<file path="config.mk">
export PLATFORM = sky130hd
export DESIGN_NAME = packetizer_n
export DESIGN_NICKNAME = d
export VERILOG_FILES = /design/src/rtl/packetizer_n.sv
export SDC_FILE = /design/constraint.sdc
export NUM_CORES = 1
export LEC_CHECK = 0
export CAP_MARGIN = 0
export CORE_MARGIN = 10
export CORE_UTILIZATION = 35
export DETAILED_ROUTE_END_ITERATION = 7
export HOLD_SLACK_MARGIN = 0.12
export MAX_ROUTING_LAYER = met4
export PLACE_DENSITY = 0.6
export REMOVE_ABC_BUFFERS = 1
export SYNTH_ARGS = -nofsm -noshare
export SYNTH_HDL_FRONTEND = slang
export SYNTH_SLANG_ARGS = --single-unit
</file>
<file path="constraint.sdc">
create_clock -name clk -period 7.8 [get_ports clk]
set_clock_uncertainty 0.05 [all_clocks]
set_input_delay 1.56 -clock clk [delete_from_list [all_inputs] [get_ports clk]]
set_output_delay 1.56 -clock clk [all_outputs]
set_load 0.01 [all_outputs]
</file>
<file path="src/rtl/packetizer_n.sv">
// -----------------------------------------------------------------------------
// packetizer_n
//   Serialises one wide payload word plus a destination address into
//   NUM_FLITS NoC flits (head, optional body flits, tail). Sits between a
//   module's output port and a router injection port.
//
//   Head flit : {1'b1, 1'b1, tail, vc, dst, payload[HEAD_PAYLOAD]}
//   Body/tail : {1'b1, 1'b0, tail, vc, payload[BODY_PAYLOAD]}
//   The payload is taken MSB-first. The last flit is left-aligned and
//   zero-padded in its LSBs.
//
// Ports
//   clk       : clock, all state updates on the rising edge
//   rst_n     : asynchronous active-low reset
//   data_in   : payload word (WIDTH_IN)
//   valid_in  : payload word valid
//   dst_in    : destination router address (ADDRESS_WIDTH)
//   ready_out : a word can be accepted this cycle (combinational from ready_in)
//   data_out  : registered flit (WIDTH_OUT)
//   valid_out : registered flit valid
//   ready_in  : downstream accepts the flit this cycle
//
// Configuration
//   PACKETIZER_N_VC_RR_EN : when defined, every accepted packet advances the
//                           VC pointer by one, starting from ASSIGNED_VC.
//                           When undefined, every packet uses ASSIGNED_VC.
// -----------------------------------------------------------------------------
module packetizer_n #(
   parameter int ADDRESS_WIDTH    = 4,
   parameter int VC_ADDRESS_WIDTH = 1,
   parameter int WIDTH_IN         = 80,
   parameter int WIDTH_OUT        = 36,
   parameter logic [VC_ADDRESS_WIDTH-1:0] ASSIGNED_VC = '0
) (
   input  logic                     clk,
   input  logic                     rst_n,
   input  logic [WIDTH_IN-1:0]      data_in,
   input  logic                     valid_in,
   input  logic [ADDRESS_WIDTH-1:0] dst_in,
   output logic                     ready_out,
   output logic [WIDTH_OUT-1:0]     data_out,
   output logic                     valid_out,
   input  logic                     ready_in
);

   localparam int VCW          = VC_ADDRESS_WIDTH;
   localparam int HEAD_PAYLOAD = WIDTH_OUT - 3 - VCW - ADDRESS_WIDTH;
   localparam int BODY_PAYLOAD = WIDTH_OUT - 3 - VCW;
   localparam int NUM_FLITS    = (WIDTH_IN <= HEAD_PAYLOAD) ? 1 :
      1 + (WIDTH_IN - HEAD_PAYLOAD + BODY_PAYLOAD - 1) / BODY_PAYLOAD;
   localparam int CNT_W        = (NUM_FLITS > 1) ? $clog2(NUM_FLITS) : 1;
   // One spare BODY_PAYLOAD of zeros below the real payload keeps every
   // slice base in range, including the look-ahead index past the tail.
   localparam int PAD_W        = HEAD_PAYLOAD + NUM_FLITS * BODY_PAYLOAD;

   if (HEAD_PAYLOAD < 1) begin : g_bad_width
      $error("packetizer_n: WIDTH_OUT too small to hold a head flit payload");
   end

   typedef enum logic {IDLE, SEND} state_t;

   state_t                     state_q;
   logic [CNT_W-1:0]           cnt_q;
   logic                       valid_out_q;
   logic [WIDTH_OUT-1:0]       data_out_q;
   logic [WIDTH_IN-1:0]        data_q;
   logic [ADDRESS_WIDTH-1:0]   dst_q;
   logic [VCW-1:0]             vc_new;
   logic [VCW-1:0]             vc_cur;
   logic [WIDTH_OUT-1:0]       next_flit_d;
   logic                       last_flit;
   logic                       accept;

   function automatic logic [WIDTH_OUT-1:0] build_flit(
      input logic [WIDTH_IN-1:0]      word,
      input logic [ADDRESS_WIDTH-1:0] dst,
      input logic [VCW-1:0]           vc,
      input logic [CNT_W-1:0]         idx
   );
      logic [PAD_W-1:0] padded;
      logic             tail;
      int               base;
      padded = '0;
      padded[PAD_W-1 -: WIDTH_IN] = word;
      tail = (int'(idx) == NUM_FLITS - 1);
      base = PAD_W - 1 - HEAD_PAYLOAD - (int'(idx) - 1) * BODY_PAYLOAD;
      if (idx == '0)
         build_flit = {2'b11, tail, vc, dst, padded[PAD_W-1 -: HEAD_PAYLOAD]};
      else
         build_flit = {2'b10, tail, vc, padded[base -: BODY_PAYLOAD]};
   endfunction

   assign last_flit = (cnt_q == CNT_W'(NUM_FLITS - 1));
   assign ready_out = (state_q == IDLE) | ((state_q == SEND) & last_flit & ready_in);
   assign accept    = valid_in & ready_out;
   assign valid_out = valid_out_q;
   assign data_out  = data_out_q;

`ifdef PACKETIZER_N_VC_RR_EN
   logic [VCW-1:0] vc_ptr_q;
   logic [VCW-1:0] pkt_vc_q;

   // vc_ptr_q is the VC the next packet will use; pkt_vc_q is the VC of the
   // packet currently being sent.
   always_ff @(posedge clk or negedge rst_n) begin
      if (!rst_n) begin
         vc_ptr_q <= ASSIGNED_VC;
         pkt_vc_q <= ASSIGNED_VC;
      end else if (accept) begin
         vc_ptr_q <= vc_ptr_q + 1'b1;
         pkt_vc_q <= vc_ptr_q;
      end
   end

   assign vc_new = vc_ptr_q;
   assign vc_cur = pkt_vc_q;
`else
   assign vc_new = ASSIGNED_VC;
   assign vc_cur = ASSIGNED_VC;
`endif

   // Holding register: payload and destination of the packet in flight.
   always_ff @(posedge clk) begin
      if (accept) begin
         data_q <= data_in;
         dst_q  <= dst_in;
      end
   end

   // The next flit comes straight from the inputs on an accept (new head),
   // otherwise it is the following slice of the held word.
   always_comb begin
      next_flit_d = '0;
      if (accept)
         next_flit_d = build_flit(data_in, dst_in, vc_new, '0);
      else
         next_flit_d = build_flit(data_q, dst_q, vc_cur, cnt_q + 1'b1);
   end

   always_ff @(posedge clk or negedge rst_n) begin
      if (!rst_n) begin
         state_q     <= IDLE;
         cnt_q       <= '0;
         valid_out_q <= 1'b0;
         data_out_q  <= '0;
      end else begin
         case (state_q)
            IDLE: begin
               if (accept) begin
                  state_q     <= SEND;
                  cnt_q       <= '0;
                  valid_out_q <= 1'b1;
                  data_out_q  <= next_flit_d;
               end
            end
            SEND: begin
               if (ready_in) begin
                  if (last_flit) begin
                     cnt_q <= '0;
                     if (accept) begin
                        data_out_q <= next_flit_d;
                     end else begin
                        state_q     <= IDLE;
                        valid_out_q <= 1'b0;
                        data_out_q  <= '0;
                     end
                  end else begin
                     cnt_q      <= cnt_q + 1'b1;
                     data_out_q <= next_flit_d;
                  end
               end
            end
            default: state_q <= IDLE;
         endcase
      end
   end

endmodule

</file>
==> results of run 1 <==
-- final cells by class --
type,instances,area (µm²)
fillers,1234,7030
clock inverters,6,55.1
inverters,8,32.5
flip-flops and latches,123,3500
multi-input cells,211,1390
well taps,180,225
repair buffers,128,1270
clock buffers,26,541
-- layout by cell type, fill, tap and decap left out, drive strengths merged, types with 8 or more instances in the layout --
cell and count:
clkdlybuf4s50 123, o31ai 31, clkbuf 26, inv 8, nor2 19, nand2 38
dfrtp 39, a22oi 16, and3 16, a21oi 29, edfxtp 84, a221oi 16
nor4b 16
-- metrics by stage --
step           worst slack, ns  hold WS, ns  utilization
2_1_floorplan             4.16        0.465            -
3_3_place_gp              3.14        0.411        0.457
3_5_place_dp              3.13        0.415        0.457
4_1_cts                   3.11        0.428        0.499
5_1_grt                   3.06        0.455        0.499
6_report                  3.11        0.423        0.499
-- sequential cells by signal (all words and copies together), names as in the netlist --
name / count
data_out: 35
data_q: 80
cnt_q: 2
dst_q: 4
state_q: 1
valid_out: 1
-- cells by family (layout without fill, tap and decap cells) --
family          after synthesis  in the layout  synth area share
flops                       123            123             0.688
other cells                   1              1          0.000738
mux                           1              1           0.00197
fa+ha+maj                     4              4           0.00985
simple gates                 98             98             0.103
buf+inv                      40            168            0.0416
compound gates              107            107             0.155
-- power by group through the flow --
stage	Combinational [mW]	Sequential, mW	Clock (mW)
after global routing	0.916	0.960	0.817
final	0.833	0.943	0.770
after CTS	0.850	0.948	0.787
after global placement	0.829	0.952	0
after floorplan	0.438	0.964	0
after detailed placement	0.849	0.956	0
-- worst max-delay path, cell delays in order --
cell	delay (ns)
clkdlybuf4s50_1	0.73
a21bo_4	0.22
clkdlybuf4s50_1	0.57
-- synthesized netlist by cell type, types with 5 or more instances --
cell type and count:
clkbuf_1 8, a221oi_1 16, a22oi_1 16, a21oi_1 29
nand2_1 37, and3_1 16, edfxtp_1 84, nor4b_1 16
dfrtp_1 39, o31ai_1 31, buf_2 16, inv_1 7
nor2_1 19, o21ai_0 5
-- per-layer routing --
metal,routed length (µm),up-vias,track usage
met5,0,-,-
met4,79,0,0.0397
met3,858,6,0.0463
met2,6590,122,0.212
met1,5990,1731,0.176
li1,-,1671,-
-- how the worst min path moves through the flow --
stage,from,to,slack (ns)
2_1_floorplan,data_out[35],data_out[35],0.47
3_3_place_gp,data_out[20],data_out[20],0.41
3_5_place_dp,data_out[24],data_out[24],0.42
4_1_cts,data_out[24],data_out[24],0.43
5_1_grt,data_out[23],data_out[23],0.45
6_report,data_out[15],data_out[15],0.42
==> results.json, run 1 <==
{
  "critPathLaunchType": "input pin",
  "grt_usage": 0.140,
  "drive_gt1_frac": 0.0896,
  "path_clk_slew_ns": 0.05,
  "grt_max_degree": 68,
  "pwr-share-clk": 0.303,
  "crit_fanout": 10,
  "syn_area_per_cell_um2": 13.6,
  "r2r-end": "data_out[11]",
  "portBuffers": 124,
  "core_area_um2": 14000,
  "std_cell_rows": 43,
  "p_total_mw": 2.55,
  "rr_worst_depth": 6,
  "routed-via-count": 3530,
  "die-area_um2": 19700,
  "dp_hpwl_um": 8770,
  "sw_frac_of_total": 0.311,
  "cts_max_level": 4,
  "leakagePower_nw": 2.52,
  "slew_violations": 0,
  "fin_area_um2": 7010,
  "antenna_found_initial": 0,
  "startpoint": "ready_in",
  "dp.cells": 650,
  "p_switching_mw": 0.792,
  "insertion_delay_ns": 0.41,
  "stdcell_count": 682,
  "seqPwrFrac": 0.370,
  "diodes": 0,
  "peakVddDrop_uv": 156,
  "required_ns": 6.19,
  "fin_nets": 581,
  "crit_arrival_ns": 3.08,
  "grt_pass1_wl_um": 21000,
  "synth_area_leader_cell": "edfxtp_1",
  "place_area_um2": 6410,
  "hold_path.class": "reg2reg",
  "wl_um": 13500,
  "cts_buffer_depth": 2,
  "area_delta_synth_final_pct": 37.9,
  "finalSetupViolations": 0,
  "ff2ff_setup_slack_ns": 3.98,
  "internal-power_mw": 1.75,
  "grt_overflow_total": 0,
  "synth_area_leaders": "edfxtp_1, dfrtp_1, o31ai_1",
  "synth_warnings": 0,
  "status": "finished, final reports clean",
  "relSlewSlack": 0.348,
  "synth_edf_count": 84,
  "rsz0062_at_grt": "no",
  "crit_end": "ready_out",
  "io_pins": 126,
  "hold_depth": 2,
  "post_cts_resized": 0,
  "seq_area_frac_synth": 0.688,
  "tritoncts": "done",
  "postRouteAntennaNets": 0,
  "fin_crit_sh": 0.601,
  "critPathKind": "in2out",
  "synthCells": 374,
  "drt-vias-per-instance": 5.18,
  "cts_root_buf": "clkbuf_16",
  "numCtsBuffers": 17,
  "initial_core_util": 0.362,
  "hold_viol": 0,
  "grt_pass1_vias": 3811,
  "post_cts_hold_buffer_count": 0,
  "drt_iter0_markers": 281,
  "fmax_ghz": 0.213,
  "async_flop_share": 0.317,
  "cts.sink_count": 123,
  "r2r_start": "cnt_q[0]",
  "yosys.area.top_type_share": 0.496,
  "powerDensity_nw_per_um2": 363,
  "maxCapViolCount": 0,
  "dr.pass1.iters": 4,
  "ys_ff_latch": 123,
  "synth_ff_type": "edfxtp_1",
  "netlist-cell-type-count": 36,
  "syn_area_um2": 5080,
  "cts_setup_buffers": 0,
  "drt-wirelength-per-cell_um": 19.8,
  "tightest_slew_ns": 0.978,
  "tns_ns": 0,
  "die_w_um": 141,
  "gp_congestion": 0.721,
  "period_minus_slack_ns": 4.69,
  "die_y_um": 141,
  "cp-end-kind": "output port",
  "drc": 0,
  "p_comb_frac": 0.327
}
(Power assumes the default switching activity.)
==> run 2, diff against run 1 <==
- PLACE_DENSITY: 0.6 -> 0.62
- clock period: 7.8 -> 3.97 ns (I/O delays scaled with it)
==> run 2 against run 1 <==
  * Register-to-register slack lost 2.8 ns
  * Wire length shrank 0.17%
  * Combinational power grew 110%
  * Cell count grew 0.73%
  * Clock power grew 94%
  * Via count grew 0.96%
  * Flip-flop and latch count is the same
  * First-iteration DRC count shrank 28%
  * Die area is the same
  * Global-route usage grew 0.16 points
  * Count of clock-buffer cells in the layout shrank 6
  * Cell area grew 0.46%
==> results.json, run 2 (synthesized netlist as in run 1, its figures left out) <==
{
  "insertion_delay_ns": 0.42,
  "period_minus_slack_ns": 3.13,
  "io_pins": 126,
  "dr.pass1.iters": 4,
  "hp-start": "data_out[16]",
  "critPathKind": "in2out",
  "crit_fanout": 10,
  "cts_max_level": 4,
  "die-area_um2": 19700,
  "tightest_slew_ns": 1.01,
  "antenna_found_initial": 0,
  "hold_path.class": "reg2reg",
  "p_total_mw": 5.02,
  "crit_arrival_ns": 2.29,
  "portBuffers": 124,
  "wl_um": 13500,
  "core_area_um2": 14000,
  "drt_iter0_markers": 202,
  "grt_max_degree": 57,
  "hold_depth": 2,
  "rsz0062_at_grt": "no",
  "worst_hold_slack_ns": 0.430,
  "fin_area_um2": 7040,
  "layout_common_cells": "clkdlybuf4s50_1, edfxtp_1, dfrtp_1",
  "leakagePower_nw": 2.53,
  "post_cts_resized": 0,
  "fmax_ghz": 0.320,
  "diodes": 0,
  "die_w_um": 141,
  "cp-end-kind": "output port",
  "dp_hpwl_um": 8860,
  "ff2ff_setup_slack_ns": 1.22,
  "critPathLaunchType": "input pin",
  "postRouteAntennaNets": 0,
  "drive_gt1_frac": 0.0868,
  "drt-vias-per-instance": 5.19,
  "cts.sink_count": 123,
  "grt_overflow_total": 0,
  "tns_ns": 0,
  "hold_end": "data_out[16]",
  "grt_pass1_wl_um": 21200,
  "peakVddDrop_uv": 363,
  "powerDensity_nw_per_um2": 713,
  "drc": 0,
  "grt_usage": 0.142,
  "numCtsBuffers": 17,
  "post_cts_hold_buffer_count": 0,
  "fin_nets": 586,
  "stdcell_count": 687,
  "required_ns": 3.13,
  "r2r_start": "cnt_q[0]",
  "gp_congestion": 0.732,
  "cts_setup_buffers": 0,
  "final_common_cell": "clkdlybuf4s50_1",
  "hold_viol": 0,
  "place_area_um2": 6480,
  "fin_crit_sh": 0.788,
  "relSlewSlack": 0.328,
  "cts_buffer_depth": 2,
  "die_y_um": 141,
  "cts_root_buf": "clkbuf_16",
  "finalSetupViolations": 0,
  "r2r-end": "data_out[3]",
  "routed-via-count": 3564,
  "largest_register_ffs": 80,
  "initial_core_util": 0.362,
  "grt_pass1_vias": 3845,
  "dp.cells": 655,
  "slew_violations": 0,
  "tritoncts": "done",
  "area_delta_synth_final_pct": 38.5,
  "path_clk_slew_ns": 0.05,
  "maxCapViolCount": 0,
  "top_register": "data_q",
  "rr_worst_depth": 9,
  "status": "finished, final reports clean",
  "std_cell_rows": 43,
  "drt-wirelength-per-cell_um": 19.6
}
==> run 2: changes by cell type in the layout (fill, tap and decap cells not counted) <==
cell | before | now
buf_12 | 0 | 2
buf_4 | 4 | 7
bufinv_16 | 1 | 3
clkbuf_1 | 2 | 3
clkbuf_16 | 18 | 17
clkbuf_8 | 6 | 0
clkinv_1 | 0 | 5
clkinv_2 | 5 | 4
==> run 2: layer usage <==
layer / wire [µm] / vias to the layer above / GRT usage / share of wire
met4: 152 / 0 / 0.0495 / 0.011
met1: 5630 / 1725 / 0.159 / 0.42
met5: 0 / - / - / 0
met3: 1150 / 12 / 0.0615 / 0.086
met2: 6560 / 144 / 0.222 / 0.49
li1: - / 1683 / - / -
==> run 2: worst max-delay path by stage <==
| stage | from | end | cells after the start |
|---|---|---|---|
| floorplan | cnt_q[0] | data_out[28] | 7 |
| global placement | ready_in | data_out[2] | 7 |
| detailed placement | ready_in | data_out[3] | 7 |
| CTS | ready_in | ready_out | 3 |
| global route | ready_in | ready_out | 3 |
| finish | ready_in | ready_out | 3 |
==> run 2: cell type report <==
class                           count  area, µm²
Fill cell                        1231       7000
Sequential cell                   123       3500
Multi-Input combinational cell    211       1390
Timing Repair Buffer              133       1330
Clock buffer                       20        437
Tap cell                          180        225
Clock inverter                     12        129
Inverter                            8       32.5
==> run 2: where the power goes <==
group,switching (mW),internal (mW)
clock network,0.522,0.968
logic,0.904,0.813
registers,0.138,1.67
==> run 2: metrics by stage <==
step                 util  worst slack (ns)
floorplan               -             0.928
global placement    0.461             0.715
detailed placement  0.461             0.615
CTS                 0.501             0.829
global route        0.501             0.754
finish              0.501             0.840
==> run 2: critical path, cell delays in order <==
cell and delay, ns:
clkdlybuf4s50_1 0.71, a21bo_4 0.22, clkdlybuf4s50_1 0.57
